$ cat config.mk
export PLATFORM = sky130hd
export DESIGN_NAME = matrix_ascii_rx_flat
export DESIGN_NICKNAME = d
export VERILOG_FILES = /design/src/rtl/matrix_ascii_rx_if.sv /design/src/rtl/matrix_ascii_rx.sv /design/src/flat_wrapper.sv
export SDC_FILE = /design/constraint.sdc
export NUM_CORES = 1
export LEC_CHECK = 0
export CAP_MARGIN = 20
export CORE_MARGIN = 2
export CORE_UTILIZATION = 40
export DETAILED_ROUTE_END_ITERATION = 8
export GPL_ROUTABILITY_DRIVEN = 0
export PLACE_DENSITY = 0.76
export SLEW_MARGIN = 25
export SYNTH_ARGS = -nofsm -noshare
export SYNTH_HDL_FRONTEND = slang
export SYNTH_SLANG_ARGS = --single-unit
$ cat constraint.sdc
create_clock -name clk -period 9.7 [get_ports clk]
set_input_delay 1.94 -clock clk [delete_from_list [all_inputs] [get_ports clk]]
set_output_delay 1.94 -clock clk [all_outputs]
set_load 0.01 [all_outputs]
$ cat src/rtl/matrix_ascii_rx_if.sv
// Bundle of the capture request, UART byte strobe and matrix result signals.
// The master side drives start/dimensions/bytes; the slave side (the receiver) returns the matrix.
interface matrix_ascii_rx_if #(
    parameter int ELEM_WIDTH = 8,
    parameter int MAX_DIM    = 5
);
    localparam int CNT_W = $clog2(MAX_DIM * MAX_DIM + 1);

    logic                                   start;
    logic [3:0]                             m;
    logic [3:0]                             n;
    logic                                   rx_valid;
    logic [7:0]                             rx_data;
    logic [ELEM_WIDTH*MAX_DIM*MAX_DIM-1:0]  out_matrix;
    logic [CNT_W-1:0]                       elem_cnt;
    logic                                   busy;
    logic                                   done;
    logic                                   error;

    modport master (
        output start, m, n, rx_valid, rx_data,
        input  out_matrix, elem_cnt, busy, done, error
    );

    modport slave (
        input  start, m, n, rx_valid, rx_data,
        output out_matrix, elem_cnt, busy, done, error
    );
endinterface

$ cat src/rtl/matrix_ascii_rx.sv
// Parses ASCII decimal numbers from a UART byte stream into an m x n matrix; RX_VALUE_CLAMP_EN saturates values >255.
// Latency: done/error one cycle after the terminating byte; accepts one byte per cycle, no backpressure.
module matrix_ascii_rx #(
    parameter int ELEM_WIDTH = 8,
    parameter int MAX_DIM    = 5
) (
    input  logic             clk,
    input  logic             rst,
    matrix_ascii_rx_if.slave bus
);
    localparam int              NUM_ELEM = MAX_DIM * MAX_DIM;
    localparam int              CNT_W    = $clog2(NUM_ELEM + 1);
    localparam logic [3:0]      MAX_DIM4 = 4'(MAX_DIM);
    localparam logic [CNT_W-1:0] CNT_ONE = 1;

    typedef enum logic [1:0] {IDLE, COLLECT, FINISH, FAIL} state_t;

    state_t                state_q, state_d;
    logic [3:0]            m_q, m_d;
    logic [3:0]            n_q, n_d;
    logic [CNT_W-1:0]      cnt_q, cnt_d;
    logic [9:0]            acc_q, acc_d;
    logic                  seen_q, seen_d;
    logic [ELEM_WIDTH-1:0] elem_q [NUM_ELEM];
    logic [ELEM_WIDTH-1:0] elem_d [NUM_ELEM];

    logic        is_digit;
    logic        is_sep;
    logic        dims_bad;
    logic [11:0] acc_next;
    logic [7:0]  total;

    always_comb begin
        state_d  = state_q;
        m_d      = m_q;
        n_d      = n_q;
        cnt_d    = cnt_q;
        acc_d    = acc_q;
        seen_d   = seen_q;
        elem_d   = elem_q;
        is_digit = (bus.rx_data >= 8'h30) && (bus.rx_data <= 8'h39);
        is_sep   = (bus.rx_data == 8'h20) || (bus.rx_data == 8'h0D) ||
                   (bus.rx_data == 8'h0A) || (bus.rx_data == 8'h2C);
        // acc_q never exceeds 255, so 12 bits hold acc*10+9 without wrap
        acc_next = 12'(acc_q) * 12'd10 + 12'(bus.rx_data - 8'h30);
        dims_bad = (bus.m == 4'd0) || (bus.m > MAX_DIM4) ||
                   (bus.n == 4'd0) || (bus.n > MAX_DIM4);
        total    = 8'(m_q) * 8'(n_q);

        case (state_q)
            IDLE: begin
                if (bus.start) begin
                    m_d    = bus.m;
                    n_d    = bus.n;
                    cnt_d  = '0;
                    acc_d  = '0;
                    seen_d = 1'b0;
                    for (int k = 0; k < NUM_ELEM; k++) elem_d[k] = '0;
                    state_d = dims_bad ? FAIL : COLLECT;
                end
            end
            COLLECT: begin
                if (bus.rx_valid) begin
                    if (is_digit) begin
                        if (acc_next > 12'd255) begin
`ifdef RX_VALUE_CLAMP_EN
                            acc_d  = 10'd255;
                            seen_d = 1'b1;
`else
                            state_d = FAIL;
`endif
                        end else begin
                            acc_d  = acc_next[9:0];
                            seen_d = 1'b1;
                        end
                    end else if (is_sep) begin
                        if (seen_q) begin
                            elem_d[cnt_q] = ELEM_WIDTH'(acc_q);
                            cnt_d  = cnt_q + CNT_ONE;
                            acc_d  = '0;
                            seen_d = 1'b0;
                            if (8'(cnt_q) + 8'd1 == total) state_d = FINISH;
                        end
                    end else begin
                        state_d = FAIL;
                    end
                end
            end
            FINISH:  state_d = IDLE;
            FAIL:    state_d = IDLE;
            default: state_d = IDLE;
        endcase
    end

    always_ff @(posedge clk) begin
        if (rst) begin
            state_q <= IDLE;
            m_q     <= '0;
            n_q     <= '0;
            cnt_q   <= '0;
            acc_q   <= '0;
            seen_q  <= 1'b0;
            for (int k = 0; k < NUM_ELEM; k++) elem_q[k] <= '0;
        end else begin
            state_q <= state_d;
            m_q     <= m_d;
            n_q     <= n_d;
            cnt_q   <= cnt_d;
            acc_q   <= acc_d;
            seen_q  <= seen_d;
            elem_q  <= elem_d;
        end
    end

    assign bus.busy     = (state_q == COLLECT);
    assign bus.done     = (state_q == FINISH);
    assign bus.error    = (state_q == FAIL);
    assign bus.elem_cnt = cnt_q;

    for (genvar k = 0; k < NUM_ELEM; k++) begin : g_out
        assign bus.out_matrix[k*ELEM_WIDTH +: ELEM_WIDTH] = elem_q[k];
    end
endmodule

$ cat src/flat_wrapper.sv
// flat-port wrapper written by rule: the top's interface ports become plain ports
module matrix_ascii_rx_flat 
#(
    parameter int ELEM_WIDTH = 8,
    parameter int MAX_DIM    = 5
)
  (clk, rst, bus_start, bus_m, bus_n, bus_rx_valid, bus_rx_data, bus_out_matrix, bus_elem_cnt, bus_busy, bus_done, bus_error);
  matrix_ascii_rx_if #(.ELEM_WIDTH(ELEM_WIDTH), .MAX_DIM(MAX_DIM)) bus_i ();
  input  logic clk;
  input  logic rst;
  input wire logic [$bits(bus_i.start)-1:0] bus_start;
  input wire logic [$bits(bus_i.m)-1:0] bus_m;
  input wire logic [$bits(bus_i.n)-1:0] bus_n;
  input wire logic [$bits(bus_i.rx_valid)-1:0] bus_rx_valid;
  input wire logic [$bits(bus_i.rx_data)-1:0] bus_rx_data;
  output wire logic [$bits(bus_i.out_matrix)-1:0] bus_out_matrix;
  output wire logic [$bits(bus_i.elem_cnt)-1:0] bus_elem_cnt;
  output wire logic [$bits(bus_i.busy)-1:0] bus_busy;
  output wire logic [$bits(bus_i.done)-1:0] bus_done;
  output wire logic [$bits(bus_i.error)-1:0] bus_error;
  assign bus_i.start = bus_start;
  assign bus_i.m = bus_m;
  assign bus_i.n = bus_n;
  assign bus_i.rx_valid = bus_rx_valid;
  assign bus_i.rx_data = bus_rx_data;
  assign bus_out_matrix = bus_i.out_matrix;
  assign bus_elem_cnt = bus_i.elem_cnt;
  assign bus_busy = bus_i.busy;
  assign bus_done = bus_i.done;
  assign bus_error = bus_i.error;
  matrix_ascii_rx #(.ELEM_WIDTH(ELEM_WIDTH), .MAX_DIM(MAX_DIM)) u_core (.clk(clk), .rst(rst), .bus(bus_i));
endmodule
After elaboration in Yosys (flattened, before gate mapping)
Cells that the tools add are included.
Widths: inputs -> output; s select.
{"block": "totals", "ff_bits": 226, "in_bits": 20, "output_inout_bits": 208, "word_cells": 119}
{"block": "op_classes", "n_addsub": 4, "multipliers": 2, "n_lt_le_gt_ge": 7, "n_eq_ne": 19, "muxes": 37, "bitwise_logic": 1, "reduce_logical": 18}
{"op": "$mux 200", "count": 5}
{"op": "$pmux 200 s2", "count": 1}
{"op": "$bwmux 200", "count": 1}
{"op": "$mux 10", "count": 6}
{"op": "$demux 8 s5", "count": 1}
{"op": "$mux 5", "count": 5}
{"op": "$pmux 10 s2", "count": 1}
{"op": "$eq 8x4->1 const B", "count": 2}
{"op": "$eq 8x6->1 const B", "count": 2}
{"op": "$mux 2", "count": 8}
{"op": "$add 12x12->12", "count": 1}
{"op": "$gt 12x8->1 const B", "count": 1}
{"op": "$reduce_and 6->1", "count": 2}
{"op": "$mul 10x3->11 const B", "count": 1}
{"op": "$pmux 5 s2", "count": 1}
{"op": "$reduce_and 5->1", "count": 2}
{"op": "$sub 8x6->9 const B", "count": 1}
{"op": "$eq 8x8->1", "count": 1}
{"op": "$ge 8x6->1 const B", "count": 1}
{"op": "$gt 4x3->1 const B", "count": 2}
{"op": "$le 8x6->1 const B", "count": 1}
{"op": "$logic_not 4->1", "count": 2}
{"op": "$mul 4x4->8", "count": 1}
{"op": "$mux 8", "count": 1}
{"op": "other kinds (22)", "count": 38}

Depth between registers and ports, before layout
Gate-level depths: netlist of run 1.
{"block": "depth", "word_depth": 11, "mapped_depth": 17, "ltp_nobuf": 16}

Worst setup path before layout of run 1
Ideal clock, no wire load.
{"block": "synth_path", "kind": "in2reg", "startpoint": "in bus_rx_data[4]", "endpoint": "reg u_core.acc_q[4]", "setup_time_ps": 117, "arrival_time_ps": 4554, "required_ps": 9583, "setup_slack_ps": 5029, "stages": 11, "n_path_buf": 1, "path_cell_list": "ha_1 -> nor3_1 -> ha_1 -> and2_1 -> a221o_1 -> a311oi_1 -> o221ai_1 -> a22o_1 -> a21o_1 -> buf_2 -> a22o_1"}
{"block": "synth_via", "elab_chain_cells": 6, "elab_cells_between_ends": 21, "classes_between": "add/sub: 2; order compare: 3; eq/ne: 7; mux: 4; reduce/logical: 5"}
{"item": "start, declared", "line": "flat_wrapper.sv:15", "text": "input wire logic [$bits(bus_i.rx_data)-1:0] bus_rx_data;"}
{"item": "parallel branches: the longest is 6 deep, another holds $add 12x12->12"}
{"item": "end signal, assigned", "line": "matrix_ascii_rx.sv:101", "text": "acc_q <= '0;"}
{"item": "end signal, assigned", "line": "matrix_ascii_rx.sv:109", "text": "acc_q <= acc_d;"}
{"item": "end, declared", "line": "matrix_ascii_rx.sv:22", "text": "logic [9:0] acc_q, acc_d;"}
Parallel ways; which one is timed is not known. The select of a mux whose other input is x is not followed.
A chain may end at the register's enable or synchronous reset.

Worst setup path in the final report of run 1
{"block": "layout_path", "startpoint": "in bus_rx_data[5]", "endpoint": "reg u_core.acc_q[2]"}
{"block": "layout_via", "elab_chain_cells": 6, "elab_cells_between_ends": 20, "classes_between": "add/sub: 2; order compare: 3; eq/ne: 7; mux: 3; reduce/logical: 5"}
{"item": "parallel branches: the longest is 6 deep, another holds $add 12x12->12"}
Parallel ways; which one is timed is not known. The select of a mux whose other input is x is not followed.

==> results of run 1 <==
==> power by group through the flow <==
| stage | registers [mW] | clock network, mW | logic, mW |
|---|---|---|---|
| CTS | 0.938 | 1.03 | 0.143 |
| global placement | 0.958 | 0 | 0.139 |
| detailed placement | 0.959 | 0 | 0.142 |
| finish | 0.938 | 1.02 | 0.144 |
| global route | 0.939 | 1.07 | 0.159 |
| floorplan | 0.957 | 0 | 0.103 |
==> flip-flops by register name (all words and copies together), names as in the netlist <==
| name | cells |
|---|---|
| u_core.bus.out_matrix | 200 |
| u_core.seen_q | 1 |
| u_core.n_q | 4 |
| u_core.bus.elem_cnt | 5 |
| u_core.state_q | 2 |
| u_core.acc_q | 10 |
| u_core.m_q | 4 |
==> kinds of logic after synthesis <==
family	synth area share
flip-flops	0.477
buffers and inverters	0.0400
AO/OA/AOI/OAI	0.264
adder cells (fa/ha/maj)	0.0708
multiplexers	0.00950
AND/OR/NAND/NOR	0.114
XOR/XNOR	0.0249
==> worst paths after layout <==
path,cells after the start,end,from
min reg2reg,2,u_core.seen_q,u_core.seen_q
min,2,u_core.seen_q,u_core.seen_q
max reg2reg,13,u_core.acc_q[2],u_core.acc_q[1]
max,10,u_core.acc_q[2],bus_rx_data[5]
==> worst register-to-register path: stages, from the launching register on <==
cell	delay [ns]
dfxtp_1	0.55
ha_1	0.31
ha_1	0.24
fa_1	0.42
a21o_1	0.18
a21oi_1	0.22
xnor2_1	0.10
ha_1	0.38
and2_1	0.19
a221o_1	0.35
a311oi_1	0.27
o221ai_1	0.26
nor4b_2	0.65
a22o_1	0.23
==> final cells by class <==
cell class                 instances  area (µm²)  share of cell area
tap                              319         399              0.0312
sequential                       226        4520               0.353
clock inverter                    12         178              0.0139
inverter                          27         101             0.00791
timing repair buffer             231        2300               0.179
multi-input combinational        612        4580               0.358
clock buffer                      34         729              0.0569
==> metrics by stage <==
stage / total power [mW] / setup slack [ns] / util
2_1_floorplan: 1.06 / 5.03 / -
3_3_place_gp: 1.10 / 4.11 / 0.508
3_5_place_dp: 1.10 / 4.08 / 0.509
4_1_cts: 2.11 / 4.63 / 0.547
5_1_grt: 2.17 / 4.26 / 0.547
6_report: 2.10 / 4.54 / 0.547
==> cell usage after synthesis, types with 2 or more instances <==
master and instances:
mux2i_1 9, nand2b_1 5, a32o_1 2, nor2_2 6, o21ai_0 15, nand2_1 19
o211ai_1 5, buf_6 5, buf_1 4, nor2b_1 2, nand3_1 17, a21o_1 9
nor2_4 4, xor2_1 9, a21oi_1 52, dfxtp_1 226, fa_1 6, o211a_1 2
a22o_1 187, ha_1 44, o32ai_1 9, nor2_1 91, nor4_1 2, or3_1 6
a22o_4 5, and3_1 4, clkbuf_1 15, nor3_1 16, o22ai_1 3, xnor2_1 18
inv_1 26, and2_1 27, a211o_1 2, buf_4 2, clkbuf_2 7, or4_1 2
nor3b_1 4, buf_2 16, nand4_1 3, a211oi_1 9
==> routing by layer <==
metal,global-route usage,vias to the layer above,routed length (µm)
met5,0,-,0
met1,0.284,3875,12400
li1,-,3830,-
met2,0.371,290,13300
met3,0.0370,55,1720
met4,0.0716,0,806
==> impl_results.md, run 1 <==
- Fin crit share: 0.532
- Status: completed
- Crit path capture type: register
- Clk_lat worst skew: approximately 0.53 ns
- Synth unique cells: 60
- Yosys reg bits: roughly 230
- First-pass DRT Iterations: 5
- Largest net degree at the start of global routing: 64
- Combinational share of power: 0.068
- Root Buffer: clkbuf_16
- Core Area: 0.0234 mm²
- I/O Buffers: approximately 230
- Net count reported at finish: approximately 1.2k
- Synth top area share: 0.477
- Switching Fraction: 0.232
- Setup violators final: 0
- Unrepaired setup endpoints after global routing: false
- Layout Cells excl Fill: 1461
- Post-Synthesis Cells: between 900 and 1k
- Psw: 0.488 mW
- Arr. time, crit path: about 5.6 ns
- Die Y: 158 µm
- Post-CTS sizing: 0
- Clock group share of total power: 0.485
- Area of the die: approximately 0.025 mm²
- Sequential Power Share: 0.447
- DRT antenna net count: 0
- Req. time, crit path: slightly above 10 ns
- Slowest stage delay, CP: roughly 0.65 ns
- VDD IR max: about 0.097 mV
- Leakage: roughly 5.0 nW
- Final hold vios: 0
- Initial DRC Count: 615
- Crit Path Class: in -> reg
- Hold_ws: around 0.45 ns
- Maximum clock insertion buffer count: 3
- Ys async rst share: 0
- Crit-path max FO: 8
- Top FF cell, synth: dfxtp_1
- Placement Cell Area: roughly 0.012 mm²
- Clk_skew: roughly 0.022 ns
- Die Width: approximately 160 µm
- Initial antenna violation count: 0
- Post-CTS setup buffers: 0
- Hold_buf cts: 0
- Delay-heaviest family, CP: simple AND/OR/NAND/NOR gates
- Setup TNS: 0 ns
- Worst path most repeated cell: ha_1
- R2r setup slk: 5.29 ns
- Num CTS Buffers: 25
- Layout area overhead: 35.2%
- Max-slew headroom: 0.334
- Fillers: between 2k and 2.5k
- Vias per Instance: 5.51
- Fin crit period: a little over 5 ns
- Post-DP HPWL: 19.7 mm
- Layout cell share with drive strength beyond 1: 0.0674
- Critical path cell sequence: clkdlybuf4s50_1, ha_1, nor3_1, ha_1, and2_1, a221o_1, a311oi_1, o221ai_1, nor4b_2, a22o_1
- Total Wirelength: between 20 and 30 mm
- WL per Instance: just under 20 µm
- Total GRT Usage: 0.219
- First-pass GRT wire length: 43.3 mm
- WP buf/inv: 1
- Syn nets: just under 1k
- Synth Area per Inst: a little over 10 µm²
- Initial Util: 0.405
- H-Tree Depth: 1
- Yosys top cell by area: dfxtp_1
- Num rows: 56
- Vias in the first global route: 7695
- Slew Limit Fails: 0
- Critical path's slowest cell: nor4b_2
- Slew of the pin with the lowest slew margin: around 1 ns
- Achievable clock frequency: 194 MHz
- # DRC: 0
- Cell Area, Synth: approximately 0.0095 mm²
- Most frequent cells in the layout: 226 x clkdlybuf4s50_1, 226 x dfxtp_1, 187 x a22o_1
- MaxCap Viol Count: 0
- Boundary pin count: around 230
- Area contributors post-synth: dfxtp_1 48%, a22o_1 17%, ha_1 5.8%
- Seq/Total Area, Yosys: 0.477
- Yosys warnings: 0
- Vias post-DR: 8050
- Critical path launch point type: input port
- Final Cell Area: about 0.013 mm²
- Cell area power density: 164 mW/mm²
- Cell internal pwr: 1.61 mW
- Clock transition at the registers of the reported paths: ~0.060 ns
- DP Cell Count: 1415
- CTS Sinks: ~230
- Grt ovf: 0
- Hold Crit Class: reg -> reg
- Post-synth EDFFs: 0
- CTS tree: yes
- Antenna Cells: 0
Note: power is estimated with default switching activity, not from simulation.
==> inputs of run 2 (changes only) <==
==> constraint.sdc (replaced) <==
create_clock -name clk -period 5.2 [get_ports clk]
set_input_delay 1.04 -clock clk [delete_from_list [all_inputs] [get_ports clk]]
set_output_delay 1.04 -clock clk [all_outputs]
set_load 0.01 [all_outputs]
==> impl_results.md, run 2 (synthesis gave the netlist of run 1 again) <==
- Status: completed
- Worst-case reg-to-reg path depth: 14 (+1)
- CTS Sinks: 226 (unchanged)
- Layout area overhead: 34.7%
- Cell area power density: 296 mW/mm² (+80%)
- First-pass DRT Iterations: 4 (-1)
- Root Buffer: clkbuf_16
- Total Wirelength: 28.1 mm (-0.53%)
- Setup TNS: 0 ns (unchanged)
- Hold EP: u_core.seen_q
- Antenna Cells: 0 (unchanged)
- Vias post-DR: 7989 (-0.76%)
- Maximum clock insertion buffer count: 3 (unchanged)
- WL per Instance: 19.2 µm (-0.67%)
- Vias per Instance: 5.46 (-0.89%)
- Clock transition at the registers of the reported paths: 0.06 ns (about the same)
- Die Y: 158 µm (unchanged)
- Post-CTS sizing: 0 (unchanged)
- Post-CTS setup buffers: 0 (unchanged)
- Hold_ws: 0.460 ns (+0.00929 ns)
- Hold Crit Class: reg -> reg
- Crit Path Class: reg -> reg
- Worst hold start: u_core.seen_q
- Slew Limit Fails: 0 (unchanged)
- Setup violators final: 0 (unchanged)
- R2r setup slk: 0.84 ns (-4.45 ns)
- Largest net degree at the start of global routing: 39 (-39%)
- DRT antenna net count: 0 (unchanged)
- Boundary pin count: 228 (unchanged)
- Crit-path max FO: 10 (+2)
- Arr. time, crit path: 4.74 ns (-0.88 ns)
- # DRC: 0 (unchanged)
- Req. time, crit path: 5.59 ns (-4.57 ns)
- MaxCap Viol Count: 0 (unchanged)
- Crit path capture type: register
- Max-slew headroom: 0.299 (-0.0351)
- Vias in the first global route: 7548 (-1.9%)
- Critical path launch point type: register
- Area of the die: 0.0249 mm² (unchanged)
- Fin crit period: 4.36 ns
- Grt ovf: 0 (unchanged)
- Most frequent cells in the layout: 226 x clkdlybuf4s50_1, 226 x dfxtp_1, 187 x a22o_1
- Num CTS Buffers: 24 (-4.0%)
- Total GRT Usage: 0.215 (-0.00374)
- Slew of the pin with the lowest slew margin: 1.04 ns (+0.0446 ns)
- First-pass GRT wire length: 42.5 mm (-1.7%)
- Initial antenna violation count: 0 (unchanged)
- Fin crit share: 0.838
- Leakage: 5.02 nW (-0.47%)
- Max reg flops: 200 (unchanged)
- Initial DRC Count: 517 (-16%)
- Post-DP HPWL: 19.7 mm (about the same)
- Final hold vios: 0 (unchanged)
- I/O Buffers: 227 (unchanged)
- Core Area: 0.0234 mm² (unchanged)
- Layout cell share with drive strength beyond 1: 0.0603 (-0.00711)
- Clk_lat worst skew: 0.51 ns (-0.02 ns)
- CTS tree: yes
- FF-to-FF End: u_core.acc_q[5]
- Die Width: 158 µm (unchanged)
- Achievable clock frequency: approximately 230 MHz
- Hold depth: 2 (unchanged)
- H-Tree Depth: 1 (unchanged)
- Hold_buf cts: 0 (unchanged)
- Initial Util: 0.405 (unchanged)
- Clk_skew: 0.0114 ns (-0.0102 ns)
- Launching point of the worst reg2reg path: u_core.acc_q[1]
- Net count reported at finish: 1198 (+0.42%)
- Unrepaired setup endpoints after global routing: false
- Num rows: 56 (unchanged)
- VDD IR max: 0.187 mV (+92%)
run 2: metal layers:
layer | share of wire | global-route usage | vias up
li1 | - | - | 3829
met1 | 0.43 | 0.279 | 3837
met2 | 0.48 | 0.370 | 283
met3 | 0.067 | 0.0356 | 40
met4 | 0.021 | 0.0609 | 0
met5 | 0 | 0 | -
run 2: worst max-delay path: stages (launching register included):
cell	delay, ns
dfxtp_1	0.51
ha_1	0.30
ha_1	0.24
fa_1	0.41
a21o_1	0.18
a21oi_1	0.23
xnor2_1	0.21
ha_1	0.35
and2_1	0.19
a221o_1	0.34
a311oi_1	0.25
o221ai_1	0.25
a22o_1	0.27
a21o_1	0.25
a22o_1	0.27
run 2: through the flow:
| step | worst slack [ns] | instance area, µm² | instances | power, mW | utilization |
|---|---|---|---|---|---|
| floorplan | 1.32 | 9480 | 915 | 1.98 | - |
| global placement | 0.743 | 11900 | 1421 | 2.05 | 0.510 |
| detailed placement | 0.628 | 11900 | 1421 | 2.05 | 0.510 |
| CTS | 0.899 | 12800 | 1463 | 3.81 | 0.545 |
| global route | 0.616 | 12800 | 1463 | 3.90 | 0.545 |
| finish | 0.845 | 12800 | 1463 | 3.77 | 0.545 |
run 2: worst max path at each step:
| stage | from | endpoint | slack (ns) |
|---|---|---|---|
| detailed placement | bus_rx_data[5] | u_core.acc_q[1] | 0.63 |
| CTS | u_core.acc_q[1] | u_core.acc_q[5] | 0.90 |
| finish | u_core.acc_q[1] | u_core.acc_q[5] | 0.84 |
| global route | u_core.acc_q[1] | u_core.acc_q[5] | 0.62 |
| global placement | bus_rx_data[5] | u_core.acc_q[4] | 0.74 |
| floorplan | u_core.acc_q[1] | u_core.acc_q[4] | 1.32 |
run 2: cell type report:
class,count,area (µm²)
Multi-Input combinational cell,612,4580
Sequential cell,226,4520
Timing Repair Buffer,237,2340
Clock buffer,35,703
Tap cell,319,399
Clock inverter,7,120
Inverter,27,101
Fill cell,2098,10600
run 2: power by group:
| group | internal, mW | total, mW | switching, mW |
|---|---|---|---|
| logic | 0.0806 | 0.265 | 0.185 |
| clock network | 1.09 | 1.76 | 0.673 |
| registers | 1.74 | 1.75 | 0.0107 |
| total | 2.91 | 3.77 | 0.868 |
==> inputs of run 3 (changes only) <==
--- a/config.mk
+++ b/config.mk
@@ -10,7 +10,7 @@
 export CORE_UTILIZATION = 40
 export DETAILED_ROUTE_END_ITERATION = 8
 export GPL_ROUTABILITY_DRIVEN = 0
-export PLACE_DENSITY = 0.76
+export PLACE_DENSITY = 0.78
 export SLEW_MARGIN = 25
 export SYNTH_ARGS = -nofsm -noshare
 export SYNTH_HDL_FRONTEND = slang
==> constraint.sdc (replaced) <==
create_clock -name clk -period 3.6 [get_ports clk]
set_input_delay 0.72 -clock clk [delete_from_list [all_inputs] [get_ports clk]]
set_output_delay 0.72 -clock clk [all_outputs]
set_load 0.01 [all_outputs]
==> impl_results.md, run 3 (synthesis gave the netlist of run 1 again) <==
- Crit Path Class: reg -> reg
- H-Tree Depth: 1 (unchanged)
- Fin crit period: 3.68 ns (-0.674 ns)
- Max-slew headroom: 0.471 (+0.172)
- Clock group share of total power: 0.431 (-0.035)
- FF-to-FF End: u_core.acc_q[4]
- Launching point of the worst reg2reg path: u_core.acc_q[2]
- Initial antenna violation count: 0 (unchanged)
- Psw: 1.31 mW (+51%)
- DR top layer: met4
- Crit-path max FO: 5 (-5)
- Met2 wire len: 14.2 mm (+5.0%)
- Final hold vios: 0 (unchanged)
- Unrepaired setup endpoints after global routing: true
- Hold Crit Class: reg -> reg
- R2r setup slk: -0.08 ns (-0.93 ns)
- Net count reported at finish: 1246 (+4.0%)
- Combinational share of power: 0.084 (+0.014)
- Cell internal pwr: 3.90 mW (+34%)
- Vias in the first global route: 8008 (+6.1%)
- Hold EP: u_core.seen_q
- Total chip power: 5.20 mW (+38%)
- Hold_buf cts: 0 (unchanged)
- Die Width: 158 µm (unchanged)
- Switching Fraction: 0.251 (+0.0213)
- Boundary pin count: 228 (unchanged)
- Slew Limit Fails: 0 (unchanged)
- Critical path cell sequence: ha_4, buf_4, fa_2, a21o_1, a21oi_2, xnor2_1, ha_1, and2_4, a221o_1, a311oi_2, o221ai_2, a22o_1, a21o_4, a22o_1
- Hold depth: 2 (unchanged)
- Worst hold start: u_core.seen_q
- Post-DP HPWL: 20.6 mm (+4.4%)
- Worst path most repeated cell: a22o_1
- Worst-case reg-to-reg path depth: 14 (unchanged)
- Core Area: 0.0234 mm² (unchanged)
- Root Buffer: clkbuf_16
- Sequential Power Share: 0.485 (+0.021)
- Max reg flops: 200 (unchanged)
- Placement Cell Area: 0.0124 mm² (+3.9%)
- Delay-heaviest family, CP: compound AO/OA/AOI/OAI gates
- First-pass DRT Iterations: 5 (+1)
- Initial DRC Count: 578 (+12%)
- Most common cell after layout, fill and taps aside: clkdlybuf4s50_1
- Setup violators final: 11 (+11)
- Routed length on met1: 12.6 mm (+3.6%)
- Setup ws final: -0.0813 ns (-0.926 ns)
- WL per Instance: 19.5 µm (+1.8%)
- Status: finished, violations left
- First-pass GRT wire length: 44.6 mm (+5.0%)
- Clk_skew: 0.0255 ns (+0.0141 ns)
- CTS tree: yes
- Leakage: 5.24 nW (+4.4%)
- Critical path launch point type: register
- Vias post-DR: 8345 (+4.5%)
- Largest net degree at the start of global routing: 37 (-5.1%)
- Area of the die: 0.0249 mm² (unchanged)
- Initial Util: 0.405 (unchanged)
- Arr. time, crit path: 4.08 ns (-0.66 ns)
- Crit path capture type: register
- Slowest stage delay, CP: 0.39 ns (-0.12 ns)
- Final Cell Area: 0.0133 mm² (+4.2%)
- Critical path startpoint: u_core.acc_q[2]
- CTS Sinks: 226 (unchanged)
- Layout area overhead: 40.3%
- Num CTS Buffers: 23 (-4.2%)
- Clock transition at the registers of the reported paths: 0.06 ns (about the same)
- MaxCap Viol Count: 0 (unchanged)
- Most frequent cells in the layout: 226 x clkdlybuf4s50_1, 222 x dfxtp_1, 187 x a22o_1
- Req. time, crit path: 4.00 ns (-1.59 ns)
- Vias per Instance: 5.52 (+1.1%)
- Place WS: -0.144 ns (-0.773 ns)
- Grt ovf: 0 (unchanged)
- DRT antenna net count: 0 (unchanged)
- Clk_lat worst skew: 0.51 ns (about the same)
- Total Wirelength: 29.5 mm (+5.1%)
- VDD IR max: 0.245 mV (+31%)
- Antenna Cells: 0 (unchanged)
- Total GRT Usage: 0.227 (+0.0115)
- Critical path's slowest cell: fa_2
- Slew of the pin with the lowest slew margin: 0.792 ns (-0.251 ns)
- Failing checks: negative setup slack
- Fin crit share: 1.02 (+0.185)
- # DRC: 0 (unchanged)
- Maximum clock insertion buffer count: 3 (unchanged)
- Achievable clock frequency: 272 MHz (+18%)
- Cell area power density: 391 mW/mm² (+32%)
- WP buf/inv: 1 (+1)
- Layout cell share with drive strength beyond 1: 0.120 (+0.0597)
- Die Y: 158 µm (unchanged)
- Met3 wire len: 2.00 mm (+6.1%)
- Num rows: 56 (unchanged)
- I/O Buffers: 227 (unchanged)
==> run 3: repair_timing <==
item,CTS,global route
setup endpoints to repair,11,13
pin swaps,12,20
resized for setup,12,12
gates cloned,1,0
setup buffers,2,3
==> run 3: cell type report <==
cell class | count | area, µm²
Clock inverter | 12 | 86.3
Inverter | 27 | 101
Multi-Input combinational cell | 613 | 4750
Tap cell | 319 | 399
Fill cell | 2044 | 10100
Clock buffer | 29 | 618
Timing Repair Buffer | 285 | 2810
Sequential cell | 226 | 4530
==> run 3: through the flow <==
stage / hold slack, ns / instances / TNS (ns) / utilization
after floorplan: 0.432 / 915 / 0 / -
after CTS: 0.465 / 1508 / 0 / 0.564
final: 0.470 / 1511 / -0.619 / 0.568
after global routing: 0.485 / 1511 / -1.93 / 0.568
after global placement: 0.443 / 1464 / -0.0626 / 0.530
after detailed placement: 0.459 / 1464 / -1.20 / 0.530
==> run 3: worst min-delay path, cell delays in order, from the launching register on <==
cell and delay (ns):
dfxtp_1 0.31, nand2_1 0.05, a21oi_1 0.06
==> run 3: worst max path at each step <==
stage	to	slack [ns]	cells after the start
global route	u_core.acc_q[4]	-0.18	16
finish	u_core.acc_q[4]	-0.08	14
detailed placement	u_core.acc_q[4]	-0.14	12
CTS	u_core.acc_q[0]	0.001	17
floorplan	u_core.acc_q[1]	0.001	15
global placement	u_core.acc_q[1]	-0.01	12
==> run 3: power groups by stage <==
stage	clock network, mW	logic, mW	registers (mW)
detailed placement	0	0.418	2.58
CTS	2.28	0.427	2.53
global placement	0	0.408	2.58
finish	2.24	0.436	2.52
floorplan	0	0.281	2.58
global route	2.39	0.478	2.53
==> run 3: metal layers <==
metal	global-route usage	up-vias
met5	0	-
met4	0.0708	0
met3	0.0378	62
met2	0.393	310
met1	0.289	4032
li1	-	3941
